[src/rtl/gmii_to_atl32_packer.sv]
// GMII receive byte stream to 32-bit Atlantic word packer with optional
// preamble/SFD stripping and one-word lookahead so eop lands on the true last word.
module gmii_to_atl32_packer #(
  parameter logic BIG_ENDIAN     = 1'b1,
  parameter logic PREAMBLE_STRIP = 1'b1,
  parameter int   MAX_PRMBL      = 15
) (
  input  logic        clk,
  input  logic        reset_n,
  input  logic        rx_en,
  input  logic [7:0]  rxd,
  input  logic        rx_dv,
  input  logic        rx_er,
  output logic [31:0] dout,
  output logic        dval,
  output logic        derror,
  output logic        sop,
  output logic        eop,
  output logic [1:0]  tmod,
  output logic [15:0] drop_cnt
);

  localparam logic [7:0] SFD         = 8'hD5;
  localparam logic [8:0] PRMBL_LIMIT = 9'(MAX_PRMBL + 1);

  typedef enum logic [2:0] {IDLE, PRMBL, DATA, DROP, FLUSH} state_t;

  state_t      state_q, state_d;
  logic        armed_q;
  logic [8:0]  prm_cnt_q, prm_cnt_d;
  logic [31:0] acc_p0;
  logic [1:0]  lane_p0;
  logic [31:0] pend_p1;
  logic        vld_p1;
  logic        first_q;
  logic        err_q;
  logic        start, take, close, drop_inc;

  function automatic logic [31:0] lane_put(input logic [31:0] w, input logic [1:0] lane,
                                           input logic [7:0] b);
    logic [31:0] r;
    int          sh;
    r  = w;
    sh = BIG_ENDIAN ? 8 * (3 - int'(lane)) : 8 * int'(lane);
    r[sh +: 8] = b;
    return r;
  endfunction

  // n = valid bytes in a partial word (1..3); a full word always encodes as 00
  function automatic logic [1:0] tmod_enc(input logic [1:0] n);
    return BIG_ENDIAN ? (2'd0 - n) : n;
  endfunction

  always_comb begin
    state_d   = state_q;
    prm_cnt_d = prm_cnt_q;
    start     = 1'b0;
    take      = 1'b0;
    close     = 1'b0;
    drop_inc  = 1'b0;
    if (rx_en) begin
      case (state_q)
        IDLE, FLUSH: begin
          state_d = IDLE;
          // armed_q demands a fresh rx_dv rising edge after reset
          if (rx_dv && armed_q) begin
            start = 1'b1;
            if (!PREAMBLE_STRIP) begin
              state_d = DATA;
              take    = 1'b1;
            end else if (rxd == SFD) begin
              state_d = DATA;
            end else begin
              state_d   = PRMBL;
              prm_cnt_d = 9'd1;
            end
          end
        end
        PRMBL: begin
          if (!rx_dv) begin
            state_d = IDLE;
          end else if (rxd == SFD) begin
            state_d = DATA;
          end else begin
            prm_cnt_d = prm_cnt_q + 9'd1;
            if (prm_cnt_d == PRMBL_LIMIT) state_d = DROP;
          end
        end
        DATA: begin
          if (!rx_dv) begin
            state_d = FLUSH;
            close   = 1'b1;
          end else begin
            take = 1'b1;
          end
        end
        DROP: begin
          if (!rx_dv) begin
            state_d  = IDLE;
            drop_inc = 1'b1;
          end
        end
        default: state_d = IDLE;
      endcase
    end
  end

  always_ff @(posedge clk or negedge reset_n) begin
    if (!reset_n) begin
      state_q   <= IDLE;
      armed_q   <= 1'b0;
      prm_cnt_q <= '0;
      acc_p0    <= '0;
      lane_p0   <= '0;
      pend_p1   <= '0;
      vld_p1    <= 1'b0;
      first_q   <= 1'b0;
      err_q     <= 1'b0;
      dout      <= '0;
      dval      <= 1'b0;
      derror    <= 1'b0;
      sop       <= 1'b0;
      eop       <= 1'b0;
      tmod      <= '0;
      drop_cnt  <= '0;
    end else begin
      state_q   <= state_d;
      prm_cnt_q <= prm_cnt_d;
      dval      <= 1'b0;
      derror    <= 1'b0;
      sop       <= 1'b0;
      eop       <= 1'b0;
      tmod      <= '0;
      if (rx_en) begin
        if (!rx_dv) armed_q <= 1'b1;

        if (start) begin
          err_q   <= rx_er;
          first_q <= 1'b1;
        end else if (state_d == IDLE || state_d == FLUSH) begin
          err_q <= 1'b0;
        end else if (rx_dv) begin
          err_q <= err_q | rx_er;
        end

        // ---- stage p0 -> p1: byte lanes fill acc_p0, full word parks in pend_p1
        if (take) begin
          if (vld_p1) begin
            dout    <= pend_p1;
            dval    <= 1'b1;
            sop     <= first_q;
            first_q <= 1'b0;
          end
          if (lane_p0 == 2'd3) begin
            pend_p1 <= lane_put(acc_p0, lane_p0, rxd);
            vld_p1  <= 1'b1;
            acc_p0  <= '0;
            lane_p0 <= '0;
          end else begin
            vld_p1  <= 1'b0;
            acc_p0  <= lane_put(acc_p0, lane_p0, rxd);
            lane_p0 <= lane_p0 + 2'd1;
          end
        end

        // ---- stage p1 -> out: end of frame flushes the pending or partial word
        if (close) begin
          if (vld_p1) begin
            dout   <= pend_p1;
            dval   <= 1'b1;
            sop    <= first_q;
            eop    <= 1'b1;
            tmod   <= 2'b00;
            derror <= err_q;
          end else if (lane_p0 != 2'd0) begin
            dout   <= acc_p0;
            dval   <= 1'b1;
            sop    <= first_q;
            eop    <= 1'b1;
            tmod   <= tmod_enc(lane_p0);
            derror <= err_q;
          end
          acc_p0  <= '0;
          lane_p0 <= '0;
          vld_p1  <= 1'b0;
          first_q <= 1'b0;
        end

        if (drop_inc && drop_cnt != 16'hFFFF) drop_cnt <= drop_cnt + 16'd1;
      end
    end
  end

endmodule

[config.mk]
export PLATFORM = sky130hd
export DESIGN_NAME = gmii_to_atl32_packer
export DESIGN_NICKNAME = d
export VERILOG_FILES = /design/src/rtl/gmii_to_atl32_packer.sv
export SDC_FILE = /design/constraint.sdc
export NUM_CORES = 1
export LEC_CHECK = 0
export BUFFER_PORTS_ARGS = -buffer_cell sky130_fd_sc_hd__clkbuf_2
export CAP_MARGIN = 20
export CORE_MARGIN = 2
export CORE_UTILIZATION = 53
export DETAILED_ROUTE_END_ITERATION = 10
export GPL_ROUTABILITY_DRIVEN = 0
export PLACE_DENSITY = 0.76
export SLEW_MARGIN = 20
export SYNTH_ARGS = -nofsm -noshare
export SYNTH_HDL_FRONTEND = slang
export SYNTH_SLANG_ARGS = --single-unit
[constraint.sdc]
create_clock -name clk -period 2.29 [get_ports clk]
set_input_delay 0.229 -clock clk [delete_from_list [all_inputs] [get_ports clk]]
set_output_delay 0.229 -clock clk [all_outputs]
set_load 0.01 [all_outputs]
==> results.md, run 1 <==
| Parameter | This run |
|---|---|
| Initial standard-cell utilization of the core | 54.4% |
| Count of H-tree levels built during CTS | 4 |
| Final count of negative-setup-slack endpoints | 0 |
| Number of sinks handled by clock tree synthesis | 136 |
| Layout Skew | 0.00827 ns |
| GRT overflow | 0 |
| Final core utilization | 64.0% |
| Arrival time of data at the critical path endpoint | 2.51 ns |
| Via count of the first global-routing pass | 5266 |
| Worst-case clock buffer depth | 2 |
| 1st-pass router iterations | 6 |
| Switching Fraction | 22.4% |
| Setup_tns | 0 ns |
| Shortest clock period the worst path allows after layout | 2.16 ns |
| Result of the run | finished, final reports clean |
| CTS tree | built |
| Via Count | 5339 |
| Synth Flop Type | sky130_fd_sc_hd__dfrtp_1 |
| Number of nets in the layout | 746 |
| Cell area power density | 711 nW/um2 |
| Classification of the worst-slack hold path | in -> reg |
| Sw power | 1.22 mW |
| Area of the die | 13200 um2 |
| Total track usage | 25.4% |
| Synth Net Count | 682 |
| Number of diodes added for antenna fixing | 0 |
| Unique masters post-synth | 52 |
| Final Max Slew Viols | 0 |
| Portion of synthesized cell area occupied by the leading cell type | 52.1% |
| Xor and xnor fraction of the mapped netlist area | 2.41% |
| Std-Cell Rows | 40 |
| Core Box Area | 12000 um2 |
| Share of synthesized cell area in and, or, nand and nor gates | 18.5% |
| Clock input transition at the sequential cells of the worst setup and hold paths | 0.06 ns |
| Routed wirelength normalized by instance count | 17.9 um |
| Share of the clock period used by the worst path after layout | 94.5% |
| Worst vdd ir | 0.695 mV |
| Die height | 115 um |
| Buffer type at the clock tree root | sky130_fd_sc_hd__clkbuf_16 |
| Tot Pwr | 5.46 mW |
| Category of the worst setup path launch point | register |
| Final ANT Viol Nets | 0 |
| Synth Area in Adders | 1.72% |
| Synthesized instance count | 660 |
| Instance area at placement | 7070 um2 |
| Number of CTS-inserted buffers | 17 |
| Combined area of all synthesized cells | 6530 um2 |
| Post-synthesis register bit count | 136 |
| Unrepaired setup endpoints after global routing | false |
| Syn Area/Cell | 9.90 um2 |
| Final HPWL DP | 10400 um |
| Proportion of register bits with asynchronous set or reset after synthesis | 100% |
| Hold violation count in the final report | 0 |
| Total of warnings raised by yosys | 0 |
| Maximum fanout encountered on the critical timing path | 10 |
| Main combinational cell family by area after synthesis | compound AO/OA/AOI/OAI gates |
| Share of the yosys chip area belonging to registers | 52.1% |
| Postcts setup bufs | 0 |
| Internal power | 4.24 mW |
| Slew margin rel. | 59.4% |
| Fin area | 7680 um2 |
| Drt initial violations | 370 |
| Synth Area in Compound Gates | 20.8% |
| PortBufs | 66 |
| Drc violations | 0 |
| Leading cell type in the layout, fill and taps excluded | sky130_fd_sc_hd__dfrtp_1 |
| Kind of critical path | reg -> reg |
| Required time of the critical path | 2.63 ns |
| Transition time at the pin with the least slew margin | 0.604 ns |
| Combinational share of power | 4.6% |
| Crit path capture type | register |
| Initial antenna violation count | 0 |
| Largest net degree at the start of global routing | 49 |
| Maximum achievable frequency | 462 MHz |
| Most frequent cells in the layout | 136 x sky130_fd_sc_hd__dfrtp_1, 69 x sky130_fd_sc_hd__o21ai_1, 65 x sky130_fd_sc_hd__a21oi_1, 65 x sky130_fd_sc_hd__clkbuf_2, 54 x sky130_fd_sc_hd__nand2_1 |
| Area growth from synthesis to layout | 17.6% |
| Clk pwr share | 50.2% |
| Via-per-instance ratio | 6.05 |
| Ports | 67 |
| DRT Wirelength | 15800 um |
| Top cells by area in the synthesized netlist | sky130_fd_sc_hd__dfrtp_1 52%, sky130_fd_sc_hd__o21ai_1 5.4%, sky130_fd_sc_hd__a21oi_1 5.0%, sky130_fd_sc_hd__nor2b_1 4.0%, sky130_fd_sc_hd__a22oi_1 3.9% |
| Horizontal die dimension | 115 um |
| Proportion of layout cells with a drive suffix above 1 | 19.2% |
| Max-capacitance violation count | 0 |
| Post-synth EDFFs | 0 |
| Proportion of power drawn by flip-flops and latches | 45.2% |
| Top cell type by total area after synthesis | sky130_fd_sc_hd__dfrtp_1 |
| Leak Pwr | 3.48 nW |
| Latest clock arrival within the worst-skew pair | 0.42 ns |
| First-pass GRT wire length | 26100 um |
| Share of synthesized area spent on multiplexers | 0.345% |
power by group through the flow:
| stage | registers [mW] | clock network (mW) | logic, mW |
|---|---|---|---|
| after floorplan | 2.49 | 0 | 0.147 |
| after global routing | 2.47 | 2.90 | 0.283 |
| after detailed placement | 2.51 | 0 | 0.247 |
| after CTS | 2.47 | 2.78 | 0.256 |
| final | 2.47 | 2.74 | 0.253 |
| after global placement | 2.51 | 0 | 0.237 |
per-stage QoR:
step                hold slack (ns)  instances  worst slack, ns
global placement              0.184        851            0.199
floorplan                   -0.0666        660            0.104
detailed placement            0.186        851           0.0379
CTS                           0.136        883           0.0213
global route                  0.173        883           0.0347
finish                        0.150        883            0.126
routing by layer:
metal	GRT usage, %	part of all wire [%]
met1	32.7	43
met5	0	0
met4	9.64	1.5
met3	6.69	4.9
met2	41.4	50
kinds of logic (layout without fill, tap and decap cells):
kind of cell / Yosys count / count (layout)
compound gates: 224 / 224
simple gates: 211 / 211
flops: 136 / 136
buf+inv: 60 / 136
xor+xnor: 18 / 18
fa+ha+maj: 9 / 9
mux: 2 / 2
critical path: stages, from the launching register on:
cell	delay, ns
sky130_fd_sc_hd__dfrtp_1	0.53
sky130_fd_sc_hd__inv_1	0.17
sky130_fd_sc_hd__ha_1	0.41
sky130_fd_sc_hd__nor4b_2	0.38
sky130_fd_sc_hd__inv_2	0.06
sky130_fd_sc_hd__nor2_2	0.32
sky130_fd_sc_hd__a22o_1	0.22
state kept, by name, indices dropped and copies added, names as in the netlist, named ones only:
name and cells:
acc_p0 32, eop 1, dout 32, vld_p1 1, prm_cnt_q 9, tmod 2
err_q 1, lane_p0 2, dval 1, armed_q 1, drop_cnt 16, first_q 1
derror 1, pend_p1 32, sop 1, state_q 2
synth_stat cells (all sizes together), types with 2 or more instances:
cell    number
nand2       54
and3         4
nand3       11
nor2        19
o31ai        5
nor3b       34
o21ai       84
ha           9
or3          2
dfrtp      136
inv         10
clkbuf      30
a31oi        4
a21o         3
nor3         3
and2        12
or4          3
a22oi       34
buf         20
nor2b       42
nand4        8
xor2         9
mux2         2
a21oi       65
nor4bb       2
xnor2        9
a22o        24
nand3b       2
nand2b       4
or2          4
final timing paths:
check | from | end | slack [ns] | cells past startpoint
setup / recovery | lane_p0[0]$_DFFE_PN0P_ | acc_p0[25]$_DFFE_PN0P_ | 0.13 | 6
hold / removal | rx_en | register | 0.15 | 2
max in group asynchronous | reset_n | pend_p1[16]$_DFFE_PN0P_ | 1.32 | 3
setup reg to reg | lane_p0[0]$_DFFE_PN0P_ | acc_p0[25]$_DFFE_PN0P_ | 0.13 | 6
hold reg to reg | pend_p1[26]$_DFFE_PN0P_ | pend_p1[26]$_DFFE_PN0P_ | 0.49 | 2
min in group asynchronous | reset_n | dout[26]$_DFFE_PN0P_ | 0.30 | 2
what timing repair did:
item                                    CTS  global route
endpoints found under the setup margin    0             8
hold endpoints to repair                 45             0
hold buffers                              1             0
gates resized for setup                   0             2
area by class of cell:
| class | instances | area [um2] |
|---|---|---|
| multi-input combinational | 464 | 2880 |
| clock inverter | 13 | 154 |
| sequential | 136 | 3400 |
| inverter | 10 | 37.5 |
| fill | 981 | 4330 |
| tap | 147 | 184 |
| timing repair buffer | 95 | 582 |
| clock buffer | 18 | 439 |
No activity file was read; power rests on OpenSTA's default activity.
==> inputs of run 2 (changes only) <==
==> constraint.sdc (replaced) <==
create_clock -name clk -period 2.29 [get_ports clk]
set_input_delay 0 -clock clk [delete_from_list [all_inputs] [get_ports clk]]
set_output_delay 0 -clock clk [all_outputs]
set_load 0.01 [all_outputs]
==> run 2 against run 1 <==
  * Combinational power shrank 5%
  * First-iteration DRC count shrank 3.0%
  * Non-clock buffer count shrank 3
  * Register-to-register slack gained 0.08 ns
  * Largest power group unchanged
==> results.md, run 2 (synthesized netlist as in run 1, its figures left out) <==
| Parameter | This run |
|---|---|
| Clk pwr share | 50.4% |
| Share of the clock period used by the worst path after layout | 91.2% |
| Maximum achievable frequency | 479 MHz |
| Proportion of layout cells with a drive suffix above 1 | 18.3% |
| Worst vdd ir | 0.608 mV |
| Fin area | 7650 um2 |
| Count of H-tree levels built during CTS | 4 |
| Worst R2R Setup Slack | 0.20 ns |
| Final ANT Viol Nets | 0 |
| Drt initial violations | 359 |
| Slew margin rel. | 57.3% |
| Internal power | 4.24 mW |
| Largest registers ranked by flip-flop count | acc_p0 x32, dout x32, pend_p1 x32 |
| DRT Wirelength | 15300 um |
| Crit path setup slack, layout | 0.202 ns |
| Kind of critical path | reg -> reg |
| Combinational share of power | 4.4% |
| Unrepaired setup endpoints after global routing | false |
| Leading cell type in the layout, fill and taps excluded | sky130_fd_sc_hd__dfrtp_1 |
| Area growth from synthesis to layout | 17.2% |
| Maximum fanout encountered on the critical timing path | 10 |
| Transition time at the pin with the least slew margin | 0.641 ns |
| Final count of negative-setup-slack endpoints | 0 |
| Via-per-instance ratio | 5.98 |
| Hold violation count in the final report | 0 |
| Final core utilization | 63.7% |
| Layout Skew | 0.00956 ns |
| GRT overflow | 0 |
| Worst-case clock buffer depth | 2 |
| Core Box Area | 12000 um2 |
| Switching Fraction | 22.3% |
| Buffer type at the clock tree root | sky130_fd_sc_hd__clkbuf_16 |
| Number of CTS-inserted buffers | 17 |
| Via count of the first global-routing pass | 5137 |
| Clock input transition at the sequential cells of the worst setup and hold paths | 0.06 ns |
| Result of the run | finished, final reports clean |
| Initial antenna violation count | 0 |
| CTS tree | built |
| Cell area power density | 713 nW/um2 |
| Die height | 115 um |
| Sw power | 1.22 mW |
| Arrival time of data at the critical path endpoint | 2.43 ns |
| First-pass GRT wire length | 25400 um |
| Final Max Slew Viols | 0 |
| Largest net degree at the start of global routing | 70 |
| Most frequent cells in the layout | 136 x sky130_fd_sc_hd__dfrtp_1, 69 x sky130_fd_sc_hd__o21ai_1, 65 x sky130_fd_sc_hd__a21oi_1, 65 x sky130_fd_sc_hd__clkbuf_2, 54 x sky130_fd_sc_hd__nand2_1 |
| Shortest clock period the worst path allows after layout | 2.09 ns |
| Required time of the critical path | 2.64 ns |
| Leak Pwr | 3.47 nW |
| CP max stage delay | 0.49 ns |
| Routed wirelength normalized by instance count | 17.4 um |
| Critical Path, Cell by Cell | inv_1 > ha_1 > nor4bb_1 > nor2b_1 > buf_4 > a22o_1 |
| Total track usage | 24.5% |
| Crit path capture type | register |
| Instance area at placement | 7010 um2 |
| Std-Cell Rows | 40 |
| Max-capacitance violation count | 0 |
| Number of nets in the layout | 743 |
| Number of sinks handled by clock tree synthesis | 136 |
| Initial standard-cell utilization of the core | 54.4% |
| Via Count | 5267 |
| Setup_tns | 0 ns |
| 1st-pass router iterations | 5 |
| Category of the worst setup path launch point | register |
| Highest-delay cell along the critical path | sky130_fd_sc_hd__dfrtp_1 |
| PortBufs | 66 |
| Number of diodes added for antenna fixing | 0 |
| Horizontal die dimension | 115 um |
| Pre-CTS worst setup slack | 0.161 ns |
| Drc violations | 0 |
| Final HPWL DP | 9970 um |
| Area of the die | 13200 um2 |
| Ports | 67 |
| Classification of the worst-slack hold path | in -> reg |
| Proportion of power drawn by flip-flops and latches | 45.2% |
| Latest clock arrival within the worst-skew pair | 0.42 ns |
[run 2: power groups by stage]
stage / clock (mW) / combinational, mW / sequential [mW]
final: 2.75 / 0.241 / 2.47
after global routing: 2.90 / 0.270 / 2.47
after CTS: 2.78 / 0.244 / 2.47
after detailed placement: 0 / 0.236 / 2.51
after global placement: 0 / 0.227 / 2.51
after floorplan: 0 / 0.147 / 2.49
[run 2: area by class of cell]
class	count	area, um2
clock buffers	20	447
clock inverters	12	151
fillers	979	4360
inverters	10	37.5
multi-input cells	464	2880
flip-flops and latches	136	3400
well taps	147	184
repair buffers	92	554
[run 2: worst paths after layout]
path	startpoint	to	depth (start not counted)
worst max-delay path	lane_p0[0]$_DFFE_PN0P_	acc_p0[10]$_DFFE_PN0P_	6
worst min-delay path	rxd[7]	acc_p0[31]$_DFFE_PN0P_	2
worst max register to register	lane_p0[0]$_DFFE_PN0P_	acc_p0[10]$_DFFE_PN0P_	6
worst min register to register	pend_p1[0]$_DFFE_PN0P_	pend_p1[0]$_DFFE_PN0P_	2
max in group asynchronous	reset_n	drop_cnt[9]$_DFFE_PN0P_	3
min in group asynchronous	reset_n	pend_p1[31]$_DFFE_PN0P_	2
[run 2: metal layers]
layer  vias up  part of all wire (%)  global-route usage (%)
li1       2469                     -                       -
met5         -                     0                       0
met2       141                    49                    41.2
met4         0                   2.0                    9.24
met3        28                   4.7                    5.22
met1      2629                    44                    31.3
[run 2: critical path, delay by kind of cell (launching register included)]
family | cells | cell delay [ns]
fa+ha+maj | 1 | 0.41
flops | 1 | 0.49
buf+inv | 2 | 0.38
simple gates | 2 | 0.59
compound gates | 1 | 0.15
[run 2: metrics by stage]
step	cells	power, mW	hold slack, ns
finish	881	5.46	0.0274
global route	881	5.64	0.00639
CTS	881	5.49	0.0207
detailed placement	845	2.75	0.0509
global placement	845	2.73	0.0438
floorplan	660	2.64	-0.296
[run 2: repair_timing]
action,CTS,global route
resized for setup,0,1
setup endpoints to repair,0,8
buffers inserted,0,0
hold buffers,4,0
hold endpoints to repair,69,0
==> inputs of run 3 (changes only) <==
--- a/config.mk
+++ b/config.mk
@@ -12,6 +12,7 @@
 export DETAILED_ROUTE_END_ITERATION = 10
 export GPL_ROUTABILITY_DRIVEN = 0
 export PLACE_DENSITY = 0.76
+export REMOVE_ABC_BUFFERS = 1
 export SLEW_MARGIN = 20
 export SYNTH_ARGS = -nofsm -noshare
 export SYNTH_HDL_FRONTEND = slang
==> run 3 against run 2 <==
  * First-iteration DRC count rose by 12%
  * Final cell count increased by 0.57%
  * Non-clock buffer count rose by 5
  * Combinational power increased by 4%
  * Critical endpoint is now prm_cnt_q[0]$_DFFE_PN0P_
  * Critical path depth fell by 1
  * Wire length grew 2.4%
==> results.md, run 3 (synthesized netlist as in run 1, its figures left out) <==
| Parameter | This run |
|---|---|
| Result of the run | finished, final reports clean |
| Maximum fanout encountered on the critical timing path | 13 |
| Number of diodes added for antenna fixing | 0 |
| Proportion of layout cells with a drive suffix above 1 | 18.4% |
| Total track usage | 25.6% |
| 1st-pass router iterations | 5 |
| Via Count | 5295 |
| Number of nets in the layout | 748 |
| Final hold slack | 0.0150 ns |
| PortBufs | 66 |
| Maximum achievable frequency | 462 MHz |
| Routed wirelength normalized by instance count | 17.7 um |
| Slew margin rel. | 60.4% |
| Std-Cell Rows | 40 |
| Final Max Slew Viols | 0 |
| First-pass GRT wire length | 26400 um |
| Kind of critical path | reg -> reg |
| Classification of the worst-slack hold path | in -> reg |
| Hold violation count in the final report | 0 |
| Via-per-instance ratio | 5.98 |
| Initial antenna violation count | 0 |
| Required time of the critical path | 2.60 ns |
| Share of the clock period used by the worst path after layout | 94.6% |
| Highest-delay cell along the critical path | sky130_fd_sc_hd__or4_4 |
| Crit path capture type | register |
| Worst path bufs/invs | 0 |
| CP delay by family, top | simple AND/OR/NAND/NOR gates |
| Ports | 67 |
| Critical Path, Cell by Cell | nor2b_1 > o21ai_1 > or4_4 > or2_1 > a21o_1 |
| Post-cts resize count | 0 |
| Transition time at the pin with the least slew margin | 0.590 ns |
| Category of the worst setup path launch point | register |
| Arrival time of data at the critical path endpoint | 2.48 ns |
| Drt initial violations | 401 |
| Cell area power density | 698 nW/um2 |
| Largest net degree at the start of global routing | 60 |
| Leak Pwr | 3.50 nW |
| Final ANT Viol Nets | 0 |
| Latest clock arrival within the worst-skew pair | 0.42 ns |
| Leading cell type in the layout, fill and taps excluded | sky130_fd_sc_hd__dfrtp_1 |
| Final count of negative-setup-slack endpoints | 0 |
| Via count of the first global-routing pass | 5271 |
| Layout Skew | 0.00685 ns |
| Clock input transition at the sequential cells of the worst setup and hold paths | 0.06 ns |
| Count of H-tree levels built during CTS | 4 |
| Unrepaired setup endpoints after global routing | false |
| Drc violations | 0 |
| Die height | 115 um |
| Count of placed standard cells in the final layout, fillers left out | 886 |
| Horizontal die dimension | 115 um |
| Max-capacitance violation count | 0 |
| Core Box Area | 12000 um2 |
| Final HPWL DP | 10300 um |
| Number of sinks handled by clock tree synthesis | 136 |
| Postcts setup bufs | 0 |
| CP max stage delay | 0.59 ns |
| Buffer type at the clock tree root | sky130_fd_sc_hd__clkbuf_16 |
| Total instance count after detailed placement | 849 |
| Area of the die | 13200 um2 |
| Worst vdd ir | 0.472 mV |
| Final core utilization | 64.1% |
| Area growth from synthesis to layout | 17.8% |
| Most frequent cells in the layout | 136 x sky130_fd_sc_hd__dfrtp_1, 69 x sky130_fd_sc_hd__o21ai_1, 65 x sky130_fd_sc_hd__a21oi_1, 65 x sky130_fd_sc_hd__clkbuf_2, 54 x sky130_fd_sc_hd__nand2_1 |
| Shortest clock period the worst path allows after layout | 2.17 ns |
| Number of CTS-inserted buffers | 17 |
| DRT Wirelength | 15700 um |
| Largest registers ranked by flip-flop count | acc_p0 x32, dout x32, pend_p1 x32 |
| Initial standard-cell utilization of the core | 54.4% |
| Cts hold-fix bufs | 5 |
| GRT overflow | 0 |
| Worst-case clock buffer depth | 2 |
| CTS tree | built |
[run 3: changes by cell type in the layout (fill, tap and decap cells not counted)]
cell	delta
sky130_fd_sc_hd__clkinv_4	-3
sky130_fd_sc_hd__buf_12	+2
sky130_fd_sc_hd__buf_4	+2
sky130_fd_sc_hd__clkbuf_8	+2
sky130_fd_sc_hd__clkinv_2	+2
sky130_fd_sc_hd__bufinv_16	-1
sky130_fd_sc_hd__clkbuf_1	+1
sky130_fd_sc_hd__clkinvlp_4	-1
sky130_fd_sc_hd__dlygate4sd3_1	+1
sky130_fd_sc_hd__nor2b_1	+1
sky130_fd_sc_hd__nor2b_2	-1
[run 3: path summary, 6_finish.rpt]
kind | startpoint | endpoint | slack [ns] | depth (start not counted)
max in group asynchronous | reset_n | prm_cnt_q[6]$_DFFE_PN0P_ | 1.45 | 3
min in group asynchronous | reset_n | acc_p0[2]$_DFFE_PN0P_ | 0.14 | 2
worst max-delay path | state_q[0]$_DFF_PN0_ | prm_cnt_q[0]$_DFFE_PN0P_ | 0.12 | 5
worst min-delay path | rxd[7] | acc_p0[15]$_DFFE_PN0P_ | 0.01 | 2
worst max register to register | state_q[0]$_DFF_PN0_ | prm_cnt_q[0]$_DFFE_PN0P_ | 0.12 | 5
worst min register to register | pend_p1[0]$_DFFE_PN0P_ | pend_p1[0]$_DFFE_PN0P_ | 0.48 | 2
[run 3: stage by stage]
stage	area (um2)	TNS [ns]	worst slack [ns]	power (mW)
after CTS	7690	0	0.149	5.41
after global routing	7690	0	0.0419	5.57
final	7690	0	0.124	5.37
after detailed placement	7070	0	0.169	2.76
after global placement	7070	0	0.267	2.74
after floorplan	6300	-60.45	-1.25	2.61
[run 3: power by group]
group	switching [mW]	total [mW]	internal, mW
combinational	0.164	0.251	0.0866
clock	0.973	2.65	1.68
sequential	0.0419	2.47	2.43
total	1.18	5.37	4.19
[run 3: layout make-up]
cell class / instances / area [um2]
clock buffer: 23 / 478
timing repair buffer: 97 / 619
fill: 969 / 4320
sequential: 136 / 3400
clock inverter: 9 / 97.6
multi-input combinational: 464 / 2880
inverter: 10 / 37.5
tap: 147 / 184
[run 3: layer usage]
layer / part of all wire [%] / up-vias / GRT usage [%]
li1: - / 2491 / -
met1: 43 / 2616 / 33.6
met2: 50 / 162 / 41.8
met3: 5.5 / 26 / 5.38
met4: 1.9 / 0 / 10.4
met5: 0 / - / 0
